--- src/rtl/async_reset_shift_reg_vec.sv ---
// async_reset_shift_reg_vec: W-bit, DEPTH-stage async-reset shift register with sync clear and warm-up valid
module async_reset_shift_reg_vec #(
  parameter int W = 1,
  parameter int DEPTH = 3,
  parameter logic [63:0] INIT = '0
) (
  input  logic         clk,
  input  logic         rst,
  input  logic [W-1:0] d,
  input  logic         en,
  input  logic         clear,
  output logic [W-1:0] q,
  output logic         valid
);
  localparam int FW = $clog2(DEPTH + 1);
  localparam logic [FW-1:0] FULL = FW'(DEPTH);
  localparam logic [W-1:0] IV = INIT[W-1:0];
  if (W < 1 || W > 64) begin : g_bad_w
    $error("async_reset_shift_reg_vec: W out of range 1..64");
  end
  if (DEPTH < 1 || DEPTH > 16) begin : g_bad_depth
    $error("async_reset_shift_reg_vec: DEPTH out of range 1..16");
  end
  logic [W-1:0] stage [DEPTH];
  logic [FW-1:0] fill;
  // valid is the registered form of the next-state compare fill == DEPTH
  always_ff @(posedge clk or posedge rst)
    if (rst) begin
      for (int i = 0; i < DEPTH; i++) stage[i] <= IV;
      fill <= '0;
      valid <= 1'b0;
    end else if (clear) begin
      for (int i = 0; i < DEPTH; i++) stage[i] <= IV;
      fill <= '0;
      valid <= 1'b0;
    end else if (en) begin
      stage[0] <= d;
      for (int i = 1; i < DEPTH; i++) stage[i] <= stage[i-1];
      fill <= (fill == FULL) ? fill : fill + 1'b1;
      valid <= (fill >= FULL - 1'b1);
    end
  assign q = stage[DEPTH-1];
endmodule

--- config.mk ---
export PLATFORM = sky130hd
export DESIGN_NAME = async_reset_shift_reg_vec
export DESIGN_NICKNAME = d
export VERILOG_FILES = /design/src/rtl/async_reset_shift_reg_vec.sv
export SDC_FILE = /design/constraint.sdc
export NUM_CORES = 1
export LEC_CHECK = 0
export BUFFER_PORTS_ARGS = -buffer_cell sky130_fd_sc_hd__buf_2
export CAP_MARGIN = 25
export CORE_AREA = 2 2 39 41
export CTS_BUF_LIST = sky130_fd_sc_hd__clkbuf_4 sky130_fd_sc_hd__clkbuf_8
export DETAILED_ROUTE_END_ITERATION = 16
export DIE_AREA = 0 0 41 43
export GPL_ROUTABILITY_DRIVEN = 0
export MAX_ROUTING_LAYER = met4
export SLEW_MARGIN = 20
export SYNTH_ARGS = -nofsm -noshare
export SYNTH_HDL_FRONTEND = slang
export SYNTH_SLANG_ARGS = --single-unit
--- constraint.sdc ---
create_clock -name clk -period 3 [get_ports clk]
set_input_delay 0.6 -clock clk [delete_from_list [all_inputs] [get_ports clk]]
set_output_delay 0.6 -clock clk [all_outputs]
set_load 0.005 [all_outputs]
-- Yosys cells after proc, flatten, opt, wreduce, memory -nomap -nowiden
Cells that the tools add are included.
W data, S select, Z words.
- bits in registers: 6
- input bits: 5
- output and inout bits: 2
- logic and storage cells: 18
- $add $sub $neg: 1
- magnitude comparators: 1
- equal/unequal tests: 2
- mux-type cells: 7
- reduce and logical (&&, ||, !) cells: 2
- operators by type and width (kind ; count):
    $mux W2 ; 3
    $mux W3 ; 2
    $add A2 B1 Y2 const B ; 1
    $eq A2 B2 Y1 const B ; 1
    $ge A2 B2 Y1 const B ; 1
    $mux W1 ; 2
    $ne A2 B2 Y1 const B ; 1
    $reduce_and A2 Y1 ; 1
    $reduce_bool A2 Y1 ; 1

-- Longest topological paths before layout
Gate-level depths: netlist of the first run.
- word-level depth: 4
- mapped depth: 3
- gate-level depth less buffers: 3

-- Least setup slack after synthesis of the first run
Ideal clock, no wire load.
- kind: input -> register
- start point: in en
- end point: reg fill[0]
- library setup time: 125 ps
- data arrival time: 1155 ps
- required time: 2875 ps
- setup slack: 1720 ps
- stages on the path: 3
- buffers on the path: 1
- path through: buf_6 > nor2b_2 > mux2_4
- longest elaborated chain between the ends: 2
- ends and longest elaborated chain (what ; RTL line ; RTL):
    from (decl) ; 10 ; input logic en,
    $reduce_bool A2 Y1 (no line) ; -- ;
    $reduce_and A2 Y1 (no line) ; -- ;
    to (signal assigned) ; 39 ; fill <= (fill == FULL) ? fill : fill + 1'b1;
    to (decl) ; 25 ; logic [FW-1:0] fill;
Every way passes these cells.
A chain may end at the register's enable or synchronous reset.

-- Final worst setup path of the first run
- start point: reg stage (netlist bit q)
- end point: out q
- RTL lines (what ; RTL line ; RTL):
    from (decl) ; 24 ; logic [W-1:0] stage [DEPTH];
    to (decl) ; 12 ; output logic [W-1:0] q,
No word-level cell between the ends.

==> results.md, run 1 <==
- The largest fanout on the critical path is 2.
- The final-layout setup total negative slack is 0 ps.
- The repair_antennas step left the layout with diodes totalling 0.
- The final count of pins violating max slew came to 0.
- The maximum vdd drop is 0.000150 V.
- The layout filler cell count is 157.
- The design draws 0.000184 W.
- TritonCTS created 3 clock buffers.
- The sink count of the clock tree is 6.
- Entering global routing, the biggest net connects 9 pins.
- The path type of the worst min-delay path is in -> async.
- The average footprint of a synthesized cell is 12.2 sq um.
- Broken down by cell family, the worst path's largest delay share belongs to flip-flops.
- Synthesis produced a netlist whose cell count is 24.
- The distinct cell type count after synthesis is 12.
- Measured against its own limit, the worst slew margin works out to 83.8%.
- The initial antenna violation count came to 0.
- Setup repair after global routing left no endpoint under its margin.
- In this run, synthesis produced a sequential element count of 6.
- The maximum clock skew at final layout is 1.69 ps.
- The share of synthesized area occupied by flip-flops and latches is 51.3%.
- The detailed router finished its first iteration with 2 violations.
- The global-route wire length before repair is 834 microns.
- Of all cell types, the one taking the most synthesized area is dfrtp_1.
- On the final layout, the worst hold slack is 262 ps.
- Traced cell by cell, the critical path runs through buf_2.
- For this run, the detailed router's first-pass iteration total came to 2.
- The number of primary I/O pins is 7.
- The run finished with clean final reports.
- The clock transition at the registers of the reported paths is 40 ps.
- Buffers added to address setup during post-CTS repair amount to 0.
- The actual slew at the worst max-slew pin is 243 ps.
- The critical path data arrival time is 740 ps.
- The fraction of synthesized cell area taken by the top area cell type is 51.3%.
- The die area is 1760 sq um.
- In this run the critical register-to-register path is launched from fill[0]$_DFFE_PP0P_.
- The number of nets in the layout is 40.
- The remaining global-route overflow is 0.
- Setup violations remaining at the end of the flow were counted as 0.
- The average vias per placed instance is 4.19.
- For this design, the slowest cell found on the critical path is dfrtp_1.
- In this run the critical register-to-register path is captured at fill[0]$_DFFE_PP0P_.
- The worst reg2reg path depth is 3.
- From synthesis to final layout, the design area changed by 20.9%.
- STA classifies the critical path endpoint as an output port.
- The total via count in the routed design is 201.
- The post-route netlist has 37.5% of its cells at a drive strength greater than 1.
- The total core area is 1380 sq um.
- The global-route usage over all layers is 7.97%.
- The critical path required time is 2400 ps.
- The total of warnings raised by yosys is 0.
- After layout, the worst path uses 44.6% of the clock period.
- The final count of hold timing violations is 0.
- The count of nets left with antenna violations once routing finished came out at 0.
- The height of the chip is 43 microns.
- Wires add up to 489 microns.
- The number of resized instances in the post-cts repair step is 0.
- The total of hold buffers inserted after clock tree synthesis is 0.
- The number of DRC violations after detailed routing is 0.
- No sink is reached through more buffers than the 2 on the longest clock path.
- Clock latency on the worst-skew pair, taken at its later pin, is 250 ps.
- Synthesis produced a netlist with a net count of 30.
- Ranked by total cell area, the synthesized netlist is headed by dfrtp_1, mux2i_1, nor2_1.
- The CTS H-tree depth is 1.
- The max-capacitance violation count is 0.
- The number of buffers inserted by port buffering is 6.
- Summing every instance area after synthesis gives 293 sq um.
- The analysis attributes to cell leakage a power of 0.192 nW.
- For this configuration, the core starts out at a cell density of 21.2%.
- The horizontal die dimension is 41 microns.
- The via count of the first global-routing pass is 221.
- The clock period minus worst slack is 1340 ps.
- The number of placement rows is 14.
- TritonCTS built the clock tree.
- Dividing the detail-routed wire length by the instance count gives 10.2 microns.
- The type of origin of the critical path is a flip-flop.
- Setup slack on the worst reg-to-reg path comes out at 1810 ps.
- Together, buffers and inverters on the worst path number 1.
- The clock root buffer master is clkbuf_4.
- The maximum operating frequency is 748 MHz.
- The largest single stage delay on the critical path is 370 ps.
- The type of the worst setup path is reg -> out.
- In this run the power density over the cells is 520 nW/um^2.
[cell usage in the layout, fill, tap and decap left out]
cell type	count
and2b_1	1
buf_2	6
clkbuf_4	3
dfrtp_1	6
ha_1	1
inv_1	1
mux2_4	1
mux2i_1	4
nand2b_2	1
nand4bb_1	1
nor2_1	5
nor2b_2	1
o21ai_1	1
[worst reg2reg max path, stage by stage (launching register included)]
cell and delay [ps]:
dfrtp_1 390, ha_1 220, nor2b_2 160, mux2_4 310
[worst max-delay path by stage]
stage                              from             endpoint  slack, ps  cells after the start
final                     q$_DFFE_PP0P_                    q       1660                      1
after detailed placement             en  fill[0]$_DFFE_PP0P_       1580                      3
after CTS                 q$_DFFE_PP0P_                    q       1650                      1
after global placement               en  fill[0]$_DFFE_PP0P_       1590                      3
after global routing      q$_DFFE_PP0P_                    q       1630                      1
after floorplan                      en  fill[0]$_DFFE_PP0P_       1720                      3
[state kept, by name, summed over array words and instances (netlist names)]
name and flops:
fill 2, stage 2, q 1, valid 1
[Yosys cell counts, drive strengths merged]
cell type and number:
nor2 5, dfrtp 6, and2b 1, mux2 1
mux2i 4, nor2b 1, nand4bb 1, buf 1
inv 1, ha 1, nand2b 1, o21ai 1
[power breakdown]
part / total, W / internal, W / switching [W]
Clock: 0.0000751 / 0.0000453 / 0.0000298
Combinational: 0.0000203 / 0.0000107 / 0.00000962
Sequential: 0.0000887 / 0.0000857 / 0.00000301
[through the flow]
step | instance area, sq um | utilization (%) | worst slack, ps | instances
2_1_floorplan | 293 | - | 1720 | 24
3_3_place_gp | 332 | 24.0 | 1590 | 45
3_5_place_dp | 332 | 24.0 | 1580 | 45
4_1_cts | 354 | 25.6 | 1650 | 48
5_1_grt | 354 | 25.6 | 1630 | 48
6_report | 354 | 25.6 | 1660 | 48
[cell families (layout without fill, tap and decap cells)]
family / after synthesis / count (layout) / share of synthesized area [%]
AO/OA/AOI/OAI: 1 / 1 / 1.71
AND/OR/NAND/NOR: 9 / 9 / 18.8
buffers and inverters: 2 / 10 / 5.13
flip-flops: 6 / 6 / 51.3
multiplexers: 5 / 5 / 18.8
adder cells (fa/ha/maj): 1 / 1 / 4.27
[cell type report]
cell class | count | area [sq um] | area share (%)
sequential | 6 | 150 | 42.4
multi-input combinational | 16 | 128 | 36.0
timing repair buffer | 6 | 30.0 | 8.48
clock buffer | 3 | 22.5 | 6.36
tap | 16 | 20.0 | 5.65
inverter | 1 | 3.75 | 1.06
[routing by layer]
metal | global-route usage [%] | share of wire [%] | up-vias
li1 | - | - | 96
met1 | 7.87 | 47 | 93
met2 | 10.0 | 40 | 8
met3 | 3.14 | 7.2 | 4
met4 | 10.0 | 5.3 | 0
met5 | - | 0 | -
(Power assumes the default switching activity.)
==> inputs of run 2 (changes only) <==
Settings changed: ABC_AREA set to 1.
Clock period 3 ns to 1.3 ns, I/O delays scaled along.
==> run 2 against run 1 <==
  * Clock power increased by 140%
  * Combinational power grew 130%
  * Critical path depth unchanged
  * Clock-buffer cell count stayed put
  * Routed wire length up 6.5%
  * Critical endpoint unchanged
  * Sequential share of layout area is 1.2 points lower
  * Flip-flop and latch count stayed put
  * First-iteration DRC count grew to 4.0 times the previous value
==> results.md, run 2 <==
- The fraction of synthesized cell area taken by the top area cell type was 51.3% (unchanged).
- The mux share of post-synthesis cell area was 0% (was 18.8%).
- The max-capacitance violation count is 0 (unchanged).
- The global-route wire length before repair is 855 microns (was 834 microns).
- The static leakage power is 0.202 nW (was 0.192 nW).
- The gate family responsible for the most delay along the worst path was flip-flops (unchanged).
- The maximum clock skew at final layout is 4.53 ps (was 1.69 ps).
- The share of the synthesized area in compound gates (AO/OA/AOI/OAI) came to 4.70% (was 1.71%).
- The largest fanout on the critical path was 2 (unchanged).
- The mean routed wirelength per cell is 8.83 microns (was 10.2 microns).
- The power consumption came to 0.000426 W (was 0.000184 W).
- The CTS H-tree depth is 1 (unchanged).
- The number of primary I/O pins was 7 (unchanged).
- RSZ-0062 raised after global routing: no (unchanged).
- The number of diodes added for antenna fixing is 0 (unchanged).
- The total of warnings raised by yosys is 0 (unchanged).
- The internal power component is 0.000321 W (was 0.000142 W).
- The synthesized flop and latch total is 6 (unchanged).
- The type of the worst setup path was reg -> out (unchanged).
- The net switching power of the design came to 0.000105 W (was 0.0000425 W).
- The detailed router's first-iteration violation count is 8 (was 2).
- The number of enable flip-flop cells after synthesis was 0 (unchanged).
- The category of the worst setup path capture point was an output port (unchanged).
- The clock transition at the registers of the reported paths is 50 ps (was 40 ps).
- The wire-length estimate of the detail-placed layout is 383 microns.
- The switching part of the total is 24.7% (was 23.1%).
- The final antenna-violating net count is 0 (unchanged).
- The clock root buffer master is clkbuf_4 (unchanged).
- The async set-reset flop share out of synthesis is 100% (unchanged).
- The total wirelength of the detailed-routed design is 521 microns (was 489 microns).
- The height of the chip is 43 microns (unchanged).
- The path type of the worst min-delay path is in -> reg (was in -> async).
- The most common library cell in the layout ignoring fill and taps is nand2_1.
- The critical path data arrival time is 740 ps (about the same).
- The final count of pins violating max slew is 0 (unchanged).
- The number of setup violations in the final report is 0 (unchanged).
- The share of total power in sequential cells is 47.5% (was 48.2%).
- The worst max-slew margin expressed relative to the limit is 83.4% (was 83.8%).
- The TritonCTS clock tree was yes (unchanged).
- The critical path required time is 1040 ps (was 2400 ps).
- The share of post-route cells with drive strength above 1 is 30.2% (was 37.5%).
- The post-CTS setup repair buffer count is 0 (unchanged).
- The remaining global-route overflow is 0 (unchanged).
- The share of total power in combinational logic came to 10.8% (was 11.0%).
- The final count of hold timing violations is 0 (unchanged).
- The largest net degree at the start of global routing is 9 (unchanged).
- The final-layout setup total negative slack was 0 ps (unchanged).
- The number of buffers inserted by port buffering is 6 (unchanged).
- The slowest cell on the critical path was dfrtp_1 (unchanged).
- The actual slew at the worst max-slew pin is 248 ps (was 243 ps).
- The distinct cell type count after synthesis was 12 (unchanged).
- Synth top area cells: dfrtp_1, nand2_1, nand3_1 (was dfrtp_1, mux2i_1, nor2_1).
- The global-route usage over all layers was 8.46% (was 7.97%).
- The delay of the slowest cell on the worst path is 370 ps (about the same).
- The maximum operating frequency is 995 MHz.
- The type of origin of the critical path is a flip-flop (unchanged).
- The average vias per placed instance is 3.97 (was 4.19).
- The initial antenna violation count came to 0 (unchanged).
- The clock period minus worst slack is 1000 ps.
- The main combinational cell family by area after synthesis is simple AND/OR/NAND/NOR gates (unchanged).
- The most numerous cell in the Yosys netlist is nand2_1 (was dfrtp_1).
- The net count after synthesis was 40 (was 30).
- The average footprint of a synthesized cell was 8.61 sq um (was 12.2 sq um).
- The via count of the first global-routing pass is 192 (was 221).
- Cell Chain, Critical Path: buf_2 (unchanged).
- The number of resized instances in the post-cts repair step is 0 (unchanged).
- The first-pass iteration count of the detailed router is 4 (was 2).
- Commonest cells in the netlist: nand2_1, dfrtp_1, nand3_1, inv_1, nor2_1 (was dfrtp_1, nor2_1, mux2i_1).
- The top flip-flop cell by instance count after synthesis was dfrtp_1 (unchanged).
- The sink count of the clock tree is 6 (unchanged).
- Commonest non-fill, non-tap cells in the layout: nand2_1, dfrtp_1, buf_2, nand3_1 (was dfrtp_1, buf_2, nor2_1, mux2i_1, clkbuf_4).
- The horizontal die dimension is 41 microns (unchanged).
- The count of buffering cells on the critical path with inverters included is 1 (unchanged).
- The power density of the placed cells was 1170 nW/um^2 (was 520 nW/um^2).
- The simple-gate portion of the synthesized area was 30.8% (was 18.8%).
- The area share of fa/ha/maj cells after synthesis is 4.27% (unchanged).
- The synthesized-area fraction occupied by xor and xnor cells was 0% (unchanged).
- The cell type with the largest total area after synthesis is dfrtp_1 (unchanged).
- The slack of the worst reg-to-reg path was 320 ps (was 1810 ps).
- The number of DRC violations after detailed routing came to 0 (unchanged).
- The starting utilization of the core area is 21.2% (unchanged).
- Regs by FF count: fill (2), stage (2) (unchanged).
- The cell area after synthesis came to 293 sq um (unchanged).
- The number of placement rows is 14 (unchanged).
- The clock network latency to the later pin of the worst-skew pair was 250 ps (about the same).
- The clock group share of total power is 41.7% (was 40.8%).
- The TritonCTS buffer count is 3 (unchanged).
- The maximum clock insertion buffer count is 2 (unchanged).
- The area growth from synthesis to final layout is 24.4% (was 20.9%).
- The share of synthesized area occupied by flip-flops and latches is 51.3% (unchanged).
- The final worst-path cycle share is 77.3%.
- The number of nets in the layout is 51 (was 40).
- The die area is 1760 sq um (unchanged).
- The total via count in the routed design is 234 (was 201).
- Status: finished clean (unchanged).
- The total core area was 1380 sq um (unchanged).
- The gate count of the mapped netlist came to 34 (was 24).
- The maximum vdd drop is 0.000595 V (was 0.000150 V).
run 2: cell count changes in the layout (fill, tap and decap cells not counted), moves of 2 or more:
cell / before / now
nand2_1: 0 / 12
mux2i_1: 4 / 0
nand3_1: 0 / 4
inv_1: 1 / 3
nor2_1: 5 / 2
run 2: worst register-to-register path, stage by stage (launching register included):
cell	delay [ps]
dfrtp_1	390
ha_1	200
inv_1	100
nand2_2	70
nand2_1	80
o21ai_2	50
run 2: worst paths after layout:
kind                                     start                   end  depth (start not counted)
hold / removal                               d  stage[2]$_DFFE_PP0P_                          3
setup / recovery                 q$_DFFE_PP0P_                     q                          1
max in group asynchronous                  rst   fill[0]$_DFFE_PP0P_                          3
setup reg to reg           fill[0]$_DFFE_PP0P_   fill[1]$_DFFE_PP0P_                          5
min in group asynchronous                  rst     valid$_DFFE_PP0P_                          3
hold reg to reg                  q$_DFFE_PP0P_         q$_DFFE_PP0P_                          2
run 2: cell type report:
| cell class | instances | area, sq um |
|---|---|---|
| Fill cell | 152 | 1020 |
| Timing Repair Buffer | 7 | 40.0 |
| Multi-Input combinational cell | 23 | 116 |
| Sequential cell | 6 | 150 |
| Inverter | 4 | 15.0 |
| Tap cell | 16 | 20.0 |
| Clock buffer | 3 | 22.5 |
run 2: repair_timing:
item,4_1_cts,5_1_grt
hold endpoints to repair,6,0
endpoints found under the setup margin,0,0
hold buffers,1,0
run 2: power groups by stage:
| stage | Combinational, W | Sequential [W] | Clock, W |
|---|---|---|---|
| 2_1_floorplan | 0.0000328 | 0.000204 | 0 |
| 3_3_place_gp | 0.0000443 | 0.000205 | 0 |
| 3_5_place_dp | 0.0000443 | 0.000206 | 0 |
| 4_1_cts | 0.0000470 | 0.000203 | 0.000187 |
| 5_1_grt | 0.0000538 | 0.000203 | 0.000199 |
| 6_report | 0.0000459 | 0.000202 | 0.000177 |
run 2: stage by stage:
stage	hold WS, ps	util, %	worst slack [ps]	cells	instance area [sq um]
6_report	244	26.3	295	59	364
5_1_grt	265	26.3	255	59	364
4_1_cts	238	26.3	288	59	364
3_5_place_dp	193	24.0	319	55	332
3_3_place_gp	190	24.0	353	55	332
2_1_floorplan	51.0	-	368	34	293
run 2: per-layer routing:
layer	global-route usage, %	share of wire (%)
met2	7.19	34
met1	11.4	53
met4	4.00	0
met5	-	0
met3	9.42	13
run 2: cell families (layout without fill, tap and decap cells):
group / Yosys count / in the layout
and+or+nand+nor: 20 / 20
DFF: 6 / 6
buffers and inverters: 5 / 14
AOI/OAI and AO/OA: 2 / 2
adders and majority gates: 1 / 1
